--- src/rtl/pci_pkg.sv ---
// Shared definitions for the PCI initiator sequencer: FSM states, completion
// status codes, memory command codes and default burst/timeout limits.
package pci_pkg;

   localparam int unsigned MAX_BURST_DEF  = 16;
   localparam int unsigned DEVSEL_TMO_DEF = 5;

   localparam logic [3:0] MEM_RD = 4'h6;
   localparam logic [3:0] MEM_WR = 4'h7;

   typedef enum logic [2:0] {
      ST_IDLE,
      ST_REQ,
      ST_ADDR,
      ST_DATA,
      ST_ABORT,
      ST_TURN
   } state_e;

   typedef enum logic [1:0] {
      STS_OK     = 2'b00,
      STS_MABORT = 2'b01,
      STS_RETRY  = 2'b10,
      STS_DISC   = 2'b11
   } status_e;

endpackage

--- src/rtl/pci_devsel_timer.sv ---
// Counts clocks after the address phase; expire holds while the count sits at TMO.
// Latency: count 1 in the first data clock. No backpressure; clear wins over start.
module pci_devsel_timer #(
   parameter int unsigned TMO = 5
) (
   input  logic clk,
   input  logic rst_n,
   input  logic start,
   input  logic clear,
   output logic expire
);

   localparam int unsigned W = $clog2(TMO + 1);

   logic [W-1:0] cnt_q, cnt_d;
   logic         run_q, run_d;

   always_comb begin
      cnt_d = cnt_q;
      run_d = run_q;
      if (clear) begin
         run_d = 1'b0;
         cnt_d = '0;
      end else if (start) begin
         run_d = 1'b1;
         cnt_d = W'(1);
      end else if (run_q && (cnt_q != W'(TMO))) begin
         cnt_d = cnt_q + W'(1);
      end
   end

   always_ff @(posedge clk or negedge rst_n) begin
      if (!rst_n) begin
         cnt_q <= '0;
         run_q <= 1'b0;
      end else begin
         cnt_q <= cnt_d;
         run_q <= run_d;
      end
   end

   assign expire = run_q && (cnt_q == W'(TMO));

endmodule

--- src/rtl/pci_master_seq.sv ---
// PCI initiator: arbitrates, drives address then data phases for one local command.
// Latency: ADDR two clocks after start when granted on an idle bus; target paces data via TRDY#/STOP#.
module pci_master_seq
   import pci_pkg::*;
#(
   parameter int unsigned MAX_BURST  = MAX_BURST_DEF,
   parameter int unsigned DEVSEL_TMO = DEVSEL_TMO_DEF
) (
   input  logic        clk,
   input  logic        rst_n,
   output logic        req_n,
   input  logic        gnt_n,
   input  logic        frame_in_n,
   input  logic        irdy_in_n,
   input  logic        trdy_n,
   input  logic        devsel_n,
   input  logic        stop_n,
   output logic        frame_n,
   output logic        frame_oe,
   output logic        irdy_n,
   output logic        irdy_oe,
   output logic [31:0] ad_out,
   output logic        ad_oe,
   input  logic [31:0] ad_in,
   output logic [3:0]  cbe_n,
   input  logic        start,
   input  logic [3:0]  cmd,
   input  logic [31:0] addr,
   input  logic [4:0]  len,
   input  logic [31:0] wdata,
   output logic        wdata_rd,
   output logic [31:0] rdata,
   output logic        rdata_vld,
   output logic        busy,
   output logic        done,
   output logic [1:0]  status,
   output logic [4:0]  xfer_cnt
);

   state_e      state_q, state_d;
   status_e     status_q, status_d;
   logic [3:0]  cmd_q, cmd_d;
   logic [31:0] addr_q, addr_d;
   logic [4:0]  rem_q, rem_d;
   logic [4:0]  xfer_q, xfer_d;
   logic        stop_q, stop_d;
   logic [31:0] rdata_q, rdata_d;
   logic        rdata_vld_q, rdata_vld_d;
   logic        final_ph;
   logic        tmr_start, tmr_clear, tmr_expire;

   // Runs from the address phase until the target claims the cycle.
   assign tmr_start = (state_q == ST_ADDR);
   assign tmr_clear = (state_q == ST_DATA) ? !devsel_n : (state_q != ST_ADDR);

   pci_devsel_timer #(.TMO(DEVSEL_TMO)) u_devsel_timer (
      .clk    (clk),
      .rst_n  (rst_n),
      .start  (tmr_start),
      .clear  (tmr_clear),
      .expire (tmr_expire)
   );

   always_comb begin
      state_d     = state_q;
      status_d    = status_q;
      cmd_d       = cmd_q;
      addr_d      = addr_q;
      rem_d       = rem_q;
      xfer_d      = xfer_q;
      stop_d      = stop_q;
      rdata_d     = rdata_q;
      rdata_vld_d = 1'b0;
      final_ph    = 1'b0;
      req_n       = 1'b1;
      frame_n     = 1'b1;
      frame_oe    = 1'b0;
      irdy_n      = 1'b1;
      irdy_oe     = 1'b0;
      ad_out      = '0;
      ad_oe       = 1'b0;
      cbe_n       = 4'hF;
      wdata_rd    = 1'b0;
      done        = 1'b0;

      case (state_q)
         ST_IDLE: begin
            if (start) begin
               cmd_d    = cmd;
               addr_d   = addr;
               rem_d    = (len == 5'd0) ? 5'd1 :
                          ((len > 5'(MAX_BURST)) ? 5'(MAX_BURST) : len);
               xfer_d   = '0;
               stop_d   = 1'b0;
               status_d = STS_OK;
               state_d  = ST_REQ;
            end
         end
         ST_REQ: begin
            req_n = 1'b0;
            if (!gnt_n && frame_in_n && irdy_in_n) state_d = ST_ADDR;
         end
         ST_ADDR: begin
            frame_n  = 1'b0;
            frame_oe = 1'b1;
            ad_out   = addr_q;
            ad_oe    = 1'b1;
            cbe_n    = cmd_q;
            state_d  = ST_DATA;
         end
         ST_DATA: begin
            // FRAME# drops on the last phase, or once the target has asked to stop.
            final_ph = (rem_q == 5'd1) || stop_q;
            frame_n  = final_ph;
            frame_oe = 1'b1;
            irdy_n   = 1'b0;
            irdy_oe  = 1'b1;
            cbe_n    = 4'h0;
            if (cmd_q[0]) begin
               ad_oe  = 1'b1;
               ad_out = wdata;
            end
            if (tmr_expire && devsel_n) begin
               status_d = STS_MABORT;
               state_d  = ST_ABORT;
            end else begin
               if (!trdy_n) begin
                  xfer_d = xfer_q + 5'd1;
                  rem_d  = rem_q - 5'd1;
                  if (cmd_q[0]) begin
                     wdata_rd = 1'b1;
                  end else begin
                     rdata_d     = ad_in;
                     rdata_vld_d = 1'b1;
                  end
               end
               if (!stop_n) stop_d = 1'b1;
               if (final_ph && (!trdy_n || !stop_n)) begin
                  state_d = ST_TURN;
                  if (stop_q || !stop_n)
                     status_d = (xfer_d == 5'd0) ? STS_RETRY : STS_DISC;
                  else
                     status_d = STS_OK;
               end
            end
         end
         ST_ABORT: begin
            frame_n  = 1'b1;
            frame_oe = 1'b1;
            irdy_n   = 1'b0;
            irdy_oe  = 1'b1;
            cbe_n    = 4'h0;
            state_d  = ST_TURN;
         end
         ST_TURN: begin
            frame_oe = 1'b1;
            irdy_oe  = 1'b1;
            done     = 1'b1;
            state_d  = ST_IDLE;
         end
         default: state_d = ST_IDLE;
      endcase
   end

   always_ff @(posedge clk or negedge rst_n) begin
      if (!rst_n) begin
         state_q     <= ST_IDLE;
         status_q    <= STS_OK;
         cmd_q       <= '0;
         addr_q      <= '0;
         rem_q       <= '0;
         xfer_q      <= '0;
         stop_q      <= 1'b0;
         rdata_q     <= '0;
         rdata_vld_q <= 1'b0;
      end else begin
         state_q     <= state_d;
         status_q    <= status_d;
         cmd_q       <= cmd_d;
         addr_q      <= addr_d;
         rem_q       <= rem_d;
         xfer_q      <= xfer_d;
         stop_q      <= stop_d;
         rdata_q     <= rdata_d;
         rdata_vld_q <= rdata_vld_d;
      end
   end

   assign busy      = (state_q != ST_IDLE);
   assign status    = status_q;
   assign xfer_cnt  = xfer_q;
   assign rdata     = rdata_q;
   assign rdata_vld = rdata_vld_q;

endmodule

--- config.mk ---
export PLATFORM = sky130hd
export DESIGN_NAME = pci_master_seq
export DESIGN_NICKNAME = d
export VERILOG_FILES = /design/src/rtl/pci_pkg.sv /design/src/rtl/pci_devsel_timer.sv /design/src/rtl/pci_master_seq.sv
export SDC_FILE = /design/constraint.sdc
export NUM_CORES = 1
export LEC_CHECK = 0
export BUFFER_PORTS_ARGS = -buffer_cell sky130_fd_sc_hd__clkbuf_2
export CAP_MARGIN = 5
export CORE_ASPECT_RATIO = 1.25
export CORE_MARGIN = 2
export CORE_UTILIZATION = 45
export DETAILED_ROUTE_END_ITERATION = 7
export PLACE_DENSITY = 0.83
export SYNTH_ARGS = -nofsm -noshare
export SYNTH_HDL_FRONTEND = slang
export SYNTH_HIERARCHICAL = 1
export SYNTH_SLANG_ARGS = --single-unit
export TNS_END_PERCENT = 100
--- constraint.sdc ---
create_clock -name clk -period 3 [get_ports clk]
set_input_delay 0.45 -clock clk [delete_from_list [all_inputs] [get_ports clk]]
set_output_delay 0.45 -clock clk [all_outputs]
set_load 0.02 [all_outputs]
Word level (Yosys, flattened, before mapping)
Index checks and enable logic that the tools add are counted.
{"block": "word_totals", "ff_bits": 89, "input_bits": 114}
{"block": "op_classes", "n_addsub": 3, "order_cmp": 1, "eq_ne": 15, "n_mux": 51, "n_bitwise": 3, "n_reduce_logical": 30}
{"op": "32-bit one-hot mux with 2 select lines", "count": 1}
{"op": "5-bit 2-to-1 mux", "count": 10}
{"op": "32-bit 2-to-1 mux", "count": 1}
{"op": "3-bit 2-to-1 mux", "count": 7}
{"op": "1-bit 2-to-1 mux", "count": 20}
{"op": "5-bit one-hot mux with 2 select lines", "count": 2}
{"op": "3-bit one-hot mux with 5 select lines", "count": 1}
{"op": "4-bit AND reduction", "count": 3}
{"op": "5-bit logical NOT", "count": 2}
{"op": "2-bit inequality test, second input constant", "count": 5}
{"op": "3-bit equality test, second input constant", "count": 3}
{"op": "3-bit AND reduction", "count": 3}
{"op": "2-bit 2-to-1 mux", "count": 4}
{"op": "4-bit one-hot mux with 2 select lines", "count": 1}
{"op": "3-bit by 2-bit equality test with 1-bit output, second input constant", "count": 2}
{"op": "1-bit logical AND", "count": 6}
{"op": "1-bit one-hot mux with 2 select lines", "count": 3}
{"op": "3-bit nonzero test", "count": 2}
{"op": "5-bit by 1-bit adder with 5-bit output, second input constant", "count": 1}
{"op": "5-bit by 1-bit equality test with 1-bit output, second input constant", "count": 1}
{"op": "5-bit greater-than comparator, second input constant", "count": 1}
{"op": "5-bit by 1-bit subtractor with 5-bit output, second input constant", "count": 1}
{"op": "1-bit logical NOT", "count": 4}
{"op": "2-bit one-hot mux with 2 select lines", "count": 1}
{"op": "13 further kinds", "count": 18}

Depth between registers and ports, before layout
{"block": "logic_depth", "depth_word": 11, "mapped_depth": 8}

Hierarchy
Netlist, hierarchy kept.
{"module": "pci_master_seq", "instances": 1, "cells_each": 420, "area_each_um2": 4124.0}
{"module": "pci_devsel_timer", "instances": 1, "cells_each": 19, "area_each_um2": 221.5}

Least setup slack after synthesis
No wires, ideal clock.
{"block": "synth_path", "kind": "register to output", "startpoint": "register state_q[0]", "endpoint": "output cbe_n[0]", "arrival_time_ns": 1.756, "setup_slack_ns": 0.794, "stages_incl_launch_ff": 7, "cell_sequence": "dfrtp_1 > buf_2 > and3b_1 > buf_2 > a21oi_1 > and2b_1 > a21o_1"}
{"block": "synth_via", "elab_chain_cells": 3, "elab_cells_between_ends": 5}
{"item": "start, declared", "line_no": "pci_master_seq.sv:40", "source": "state_e state_q, state_d;"}
{"item": "start signal, assigned", "line_no": "pci_master_seq.sv:177", "source": "state_q <= state_d;"}
{"item": "3-bit by 2-bit equality test with 1-bit output / 3-bit equality test (equally long branches)", "line_no": "pci_master_seq.sv:86", "source": "case (state_q)"}
{"item": "2-bit OR reduction (no source line)"}
{"item": "4-bit one-hot mux with 2 select lines *", "line_no": "pci_master_seq.sv:86"}
{"item": "end, declared", "line_no": "pci_master_seq.sv:25", "source": "output logic [3:0] cbe_n,"}
Every way passes the cells marked *; elsewhere a longest branch is shown, timed or not.

Final worst setup path
{"block": "layout_path", "startpoint": "register state_q[1]", "endpoint": "output ad_out[0]"}
{"block": "layout_via", "elab_chain_cells": 2, "elab_cells_between_ends": 3}
{"item": "3-bit by 2-bit equality test with 1-bit output", "line_no": "pci_master_seq.sv:86"}
{"item": "32-bit one-hot mux with 2 select lines *", "line_no": "pci_master_seq.sv:86"}
{"item": "end, declared", "line_no": "pci_master_seq.sv:22", "source": "output logic [31:0] ad_out,"}
Marked as above.

==> impl_results.html <==
<table>
<tr><th>Metric</th><th>Value</th></tr>
<tr><th colspan="2">Drt</th></tr>
<tr><td>Post-route DRC violation count</td><td>0</td></tr>
<tr><td>Number of nets with antenna violations after routing</td><td>0</td></tr>
<tr><td>Wirelength per Cell</td><td>15.01 um</td></tr>
<tr><td>Total via count in the routed design</td><td>3969</td></tr>
<tr><td>Number of search-and-repair iterations in the first detailed-routing pass</td><td>4</td></tr>
<tr><td>Avg Vias per Cell</td><td>5.222</td></tr>
<tr><td>Wire length reported by the detailed router</td><td>11.41 mm</td></tr>
<tr><td>Iteration-0 DRC Markers</td><td>192</td></tr>
<tr><th colspan="2">Logic synthesis</th></tr>
<tr><td>Number of enable flip-flop cells after synthesis</td><td>0</td></tr>
<tr><td>Seq/Total Area, Yosys</td><td>0.5125</td></tr>
<tr><td>Top cell type's share of synthesized area</td><td>0.5125</td></tr>
<tr><td>Cells taking the most area after synthesis</td><td>dfrtp_1 (51%), nand2_1 (10%), mux2_2 (8.0%), a22oi_1 (5.5%), nor2b_1 (4.6%)</td></tr>
<tr><td>Count of cell types in the netlist</td><td>51</td></tr>
<tr><td>Flip-flop and latch count after synthesis</td><td>89</td></tr>
<tr><td>Leading cell type by number of instances after synthesis</td><td>nand2_1</td></tr>
<tr><td>Leading area contributor after synthesis</td><td>dfrtp_1</td></tr>
<tr><td>Most frequent cells after synthesis</td><td>nand2_1 (119), dfrtp_1 (89), a22oi_1 (32), nor2b_1 (32), mux2_2 (31)</td></tr>
<tr><td>Number of nets produced by synthesis</td><td>approximately 560</td></tr>
<tr><td>Cells after Synth</td><td>439</td></tr>
<tr><td>Area of the mapped netlist</td><td>about 4300 um2</td></tr>
<tr><td>Ys async rst share</td><td>1.000</td></tr>
<tr><td>Dominant register cell in the synthesized netlist</td><td>dfrtp_1</td></tr>
<tr><td>Post-Syn Area per Cell</td><td>slightly below 10 um2</td></tr>
<tr><td>Yosys warnings</td><td>6</td></tr>
<tr><th colspan="2">GRT</th></tr>
<tr><td>Global-route wire length before repair</td><td>18.36 mm</td></tr>
<tr><td>Initial antenna violation count</td><td>0</td></tr>
<tr><td>Maximum number of pins on one net before global-route repair</td><td>90</td></tr>
<tr><td>Overall routing resource usage</td><td>0.2188</td></tr>
<tr><td>Total congestion overflow after global routing</td><td>0</td></tr>
<tr><td>Number of global-route vias before repair</td><td>3949</td></tr>
<tr><th colspan="2">Setup path</th></tr>
<tr><td>Worst stage delay on the critical path</td><td>~570 ps</td></tr>
<tr><td>Required time at the worst-slack endpoint</td><td>2550 ps</td></tr>
<tr><td>Worst endpoint data arrival time</td><td>2270 ps</td></tr>
<tr><td>End of the worst register-to-register path</td><td>rdata[9]$_DFFE_PN0P_</td></tr>
<tr><td>Startpoint kind of the worst setup timing path</td><td>register</td></tr>
<tr><td>Crit path max-delay family</td><td>simple AND/OR/NAND/NOR gates</td></tr>
<tr><td>Highest net fanout along the worst path</td><td>24</td></tr>
<tr><td>Worst Setup SP</td><td>state_q[1]$_DFFE_PN0P_</td></tr>
<tr><td>Startpoint-to-endpoint class of the critical path</td><td>register to output pin</td></tr>
<tr><td>R2r worst-path depth</td><td>7</td></tr>
<tr><td>Capture point of the worst path</td><td>ad_out[0]</td></tr>
<tr><td>Cell chain of the critical path</td><td>and3b_1 -&gt; and2_1 -&gt; buf_12 -&gt; a22oi_1 -&gt; nor2b_1 -&gt; clkbuf_2</td></tr>
<tr><td>Kind of capture point of the worst setup path</td><td>output pin</td></tr>
<tr><td>FF-to-FF setup slack</td><td>610 ps</td></tr>
<tr><td>Slowest stage cell on the critical path</td><td>dfrtp_1</td></tr>
<tr><td>Startpoint of the lowest-slack register-to-register path</td><td>u_devsel_timer/cnt_q[0]$_DFFE_PN0P_</td></tr>
<tr><td>Number of buffers and inverters on the critical path</td><td>2</td></tr>
<tr><td>Crit. path cell count</td><td>6</td></tr>
<tr><th colspan="2">Layout</th></tr>
<tr><td>Area of combinational cells with multiple inputs</td><td>1959 um2</td></tr>
<tr><td>Layout filler cell count</td><td>835</td></tr>
<tr><td>Post-layout nets</td><td>between 700 and 800</td></tr>
<tr><td>Final std cells w/o fill</td><td>760</td></tr>
<tr><td>Number of antenna diodes</td><td>0</td></tr>
<tr><td>Register area</td><td>2227 um2</td></tr>
<tr><td>Fraction of layout instances using a drive strength above 1</td><td>0.4101</td></tr>
<tr><td>Layout overhead on the synthesized area</td><td>32.57%</td></tr>
<tr><th colspan="2">Timing</th></tr>
<tr><td>Final period utilization</td><td>0.9078</td></tr>
<tr><td>Max Transition Viols Final</td><td>0</td></tr>
<tr><td>RSZ-0062 raised after global routing</td><td>no</td></tr>
<tr><td>Max Freq</td><td>0.3672 GHz</td></tr>
<tr><td>Setup slack of the critical path after layout</td><td>276.5 ps</td></tr>
<tr><td>Slew at the pin with the worst max-slew slack</td><td>1084 ps</td></tr>
<tr><td>Final Setup Violations</td><td>0</td></tr>
<tr><td>Minimum clock period after layout</td><td>~2700 ps</td></tr>
<tr><td>Total negative setup slack</td><td>0 ps</td></tr>
<tr><td>Worst slew margin relative to its limit</td><td>0.2774</td></tr>
<tr><td>Final Skew</td><td>about 8 ps</td></tr>
<tr><td>Number of hold-slack violations in the final timing report</td><td>0</td></tr>
<tr><th colspan="2">Floorplan</th></tr>
<tr><td>Die area</td><td>between 10000 and 15000 um2</td></tr>
<tr><td>Core Area</td><td>roughly 9500 um2</td></tr>
<tr><td>Starting Density</td><td>0.4570</td></tr>
<tr><td>Horizontal extent of the die</td><td>91.90 um</td></tr>
<tr><td>Cell row count</td><td>40</td></tr>
<tr><td>Boundary pin count</td><td>199</td></tr>
<tr><td>Vert. Die Dim</td><td>113.9 um</td></tr>
<tr><th colspan="2">Power and ir drop</th></tr>
<tr><td>Worst IR Drop VDD</td><td>0.6642 mV</td></tr>
<tr><td>Static leakage power</td><td>2.929 nW</td></tr>
<tr><td>Pwr/cell area</td><td>930.0 nW/um2</td></tr>
<tr><th colspan="2">Clock tree</th></tr>
<tr><td>H-tree levels</td><td>3</td></tr>
<tr><td>Insertion delay of the later-clocked pin in the worst-skew pair</td><td>340 ps</td></tr>
<tr><td>CTS Buf Count</td><td>9</td></tr>
<tr><td>Clock-pin slew of the registers on the worst-case setup and hold paths</td><td>about 60 ps</td></tr>
<tr><td>Clock tree from TritonCTS</td><td>yes</td></tr>
<tr><td>Clock Sinks</td><td>89</td></tr>
<tr><td>Hold_buf cts</td><td>0</td></tr>
<tr><td>CTS root buffer</td><td>clkbuf_16</td></tr>
<tr><td>Post-CTS setup repair buffer count</td><td>0</td></tr>
<tr><td>Number of gates resized after CTS</td><td>0</td></tr>
<tr><td>CTS max path bufs</td><td>2</td></tr>
<tr><th colspan="2">Placement</th></tr>
<tr><td>Total instance count after detailed placement</td><td>744</td></tr>
<tr><td>DP Worst Slack</td><td>609.6 ps</td></tr>
<tr><td>Detailed Place HPWL</td><td>8.484 mm</td></tr>
<tr><td>Last weighted congestion value of the routability-driven placer</td><td>0.8411</td></tr>
<tr><td>Number of buffers inserted by port buffering</td><td>198</td></tr>
<tr><th colspan="2">Run status</th></tr>
<tr><td>Status</td><td>finished clean</td></tr>
<tr><th colspan="2">Min path</th></tr>
<tr><td>Worst hold path type</td><td>primary input to async pin</td></tr>
<tr><th colspan="2">Flow run</th></tr>
<tr><td>Max-cap violations</td><td>0</td></tr>
</table>
## flip-flops by register name, indices dropped and copies added, names as in the netlist
| name | cells |
|---|---|
| state_q | 3 |
| cmd_q | 4 |
| xfer_cnt | 5 |
| stop_q | 1 |
| addr_q | 32 |
| u_devsel_timer/run_q | 1 |
| status | 2 |
| rdata | 32 |
| rem_q | 5 |
| rdata_vld | 1 |
| u_devsel_timer/cnt_q | 3 |
## routing by layer
metal	vias to the layer above	share of wire	track usage
met3	25	0.048	0.04557
met5	-	0	0
met1	1929	0.39	0.2656
met4	0	0.023	0.08657
met2	137	0.54	0.3819
li1	1878	-	-
## cell type report
| type | count | area share |
|---|---|---|
| clock buffer | 12 | 0.04626 |
| multi-input combinational | 313 | 0.3401 |
| timing repair buffer | 205 | 0.1838 |
| inverter | 11 | 0.007168 |
| tap | 126 | 0.02737 |
| sequential | 89 | 0.3866 |
| clock inverter | 4 | 0.008688 |
## kinds of logic after synthesis
kind of cell | after synthesis | synth area share
AO/OA/AOI/OAI | 78 | 0.1290
XOR/XNOR | 4 | 0.008064
adder cells (fa/ha/maj) | 6 | 0.01728
buffers and inverters | 37 | 0.03772
flip-flops | 89 | 0.5125
multiplexers | 34 | 0.08753
AND/OR/NAND/NOR | 191 | 0.2079
## metrics by stage
step / utilization / total power [W] / hold slack [ps] / area, um2
4_1_cts: 0.6058 / 0.005400 / 294.2 / 5761
5_1_grt: 0.6058 / 0.005698 / 305.4 / 5761
6_report: 0.6058 / 0.005358 / 297.8 / 5761
3_3_place_gp: 0.5725 / 0.004109 / 461.0 / 5444
3_5_place_dp: 0.5725 / 0.004222 / 464.1 / 5444
2_1_floorplan: - / 0.003459 / 154.4 / 4345
## worst min-delay path by stage
stage	end	slack, ps	depth (start not counted)
after floorplan	addr_q[0]$_DFFE_PN0P_	150	0
after global placement	cmd_q[2]$_DFFE_PN0P_	460	2
after detailed placement	addr_q[3]$_DFFE_PN0P_	460	2
after CTS	addr_q[12]$_DFFE_PN0P_	290	3
after global routing	addr_q[1]$_DFFE_PN0P_	310	3
final	rdata[7]$_DFFE_PN0P_	300	1
## report_power, final
part / switching (W) / internal [W] / leakage, nW
Clock: 0.000454 / 0.000712 / 0.151
Combinational: 0.00125 / 0.000842 / 1.67
Sequential: 0.000375 / 0.00172 / 1.11
## cells in the final DEF (no fill, tap or decap), types with 2 or more instances in the layout
cell type / netlist / final
clkbuf_16: 0 / 9
nand3b_1: 2 / 2
o22ai_1: 2 / 2
nor3_1: 8 / 7
nand2_1: 119 / 119
mux2_2: 31 / 31
o2bb2ai_1: 2 / 2
nor4b_1: 3 / 3
dfrtp_1: 89 / 89
ha_1: 6 / 6
clkbuf_8: 0 / 3
nor2b_1: 32 / 32
clkbuf_2: 0 / 197
a22o_1: 2 / 2
nand4b_1: 2 / 2
a22oi_1: 32 / 32
a21oi_1: 13 / 13
clkinvlp_4: 0 / 2
buf_4: 3 / 7
o21ai_0: 9 / 9
xor2_1: 3 / 3
nor2_1: 11 / 11
a21o_1: 4 / 4
nand3_1: 3 / 3
inv_1: 11 / 11
mux2i_1: 2 / 2
No activity file was read; power rests on OpenSTA's default activity.
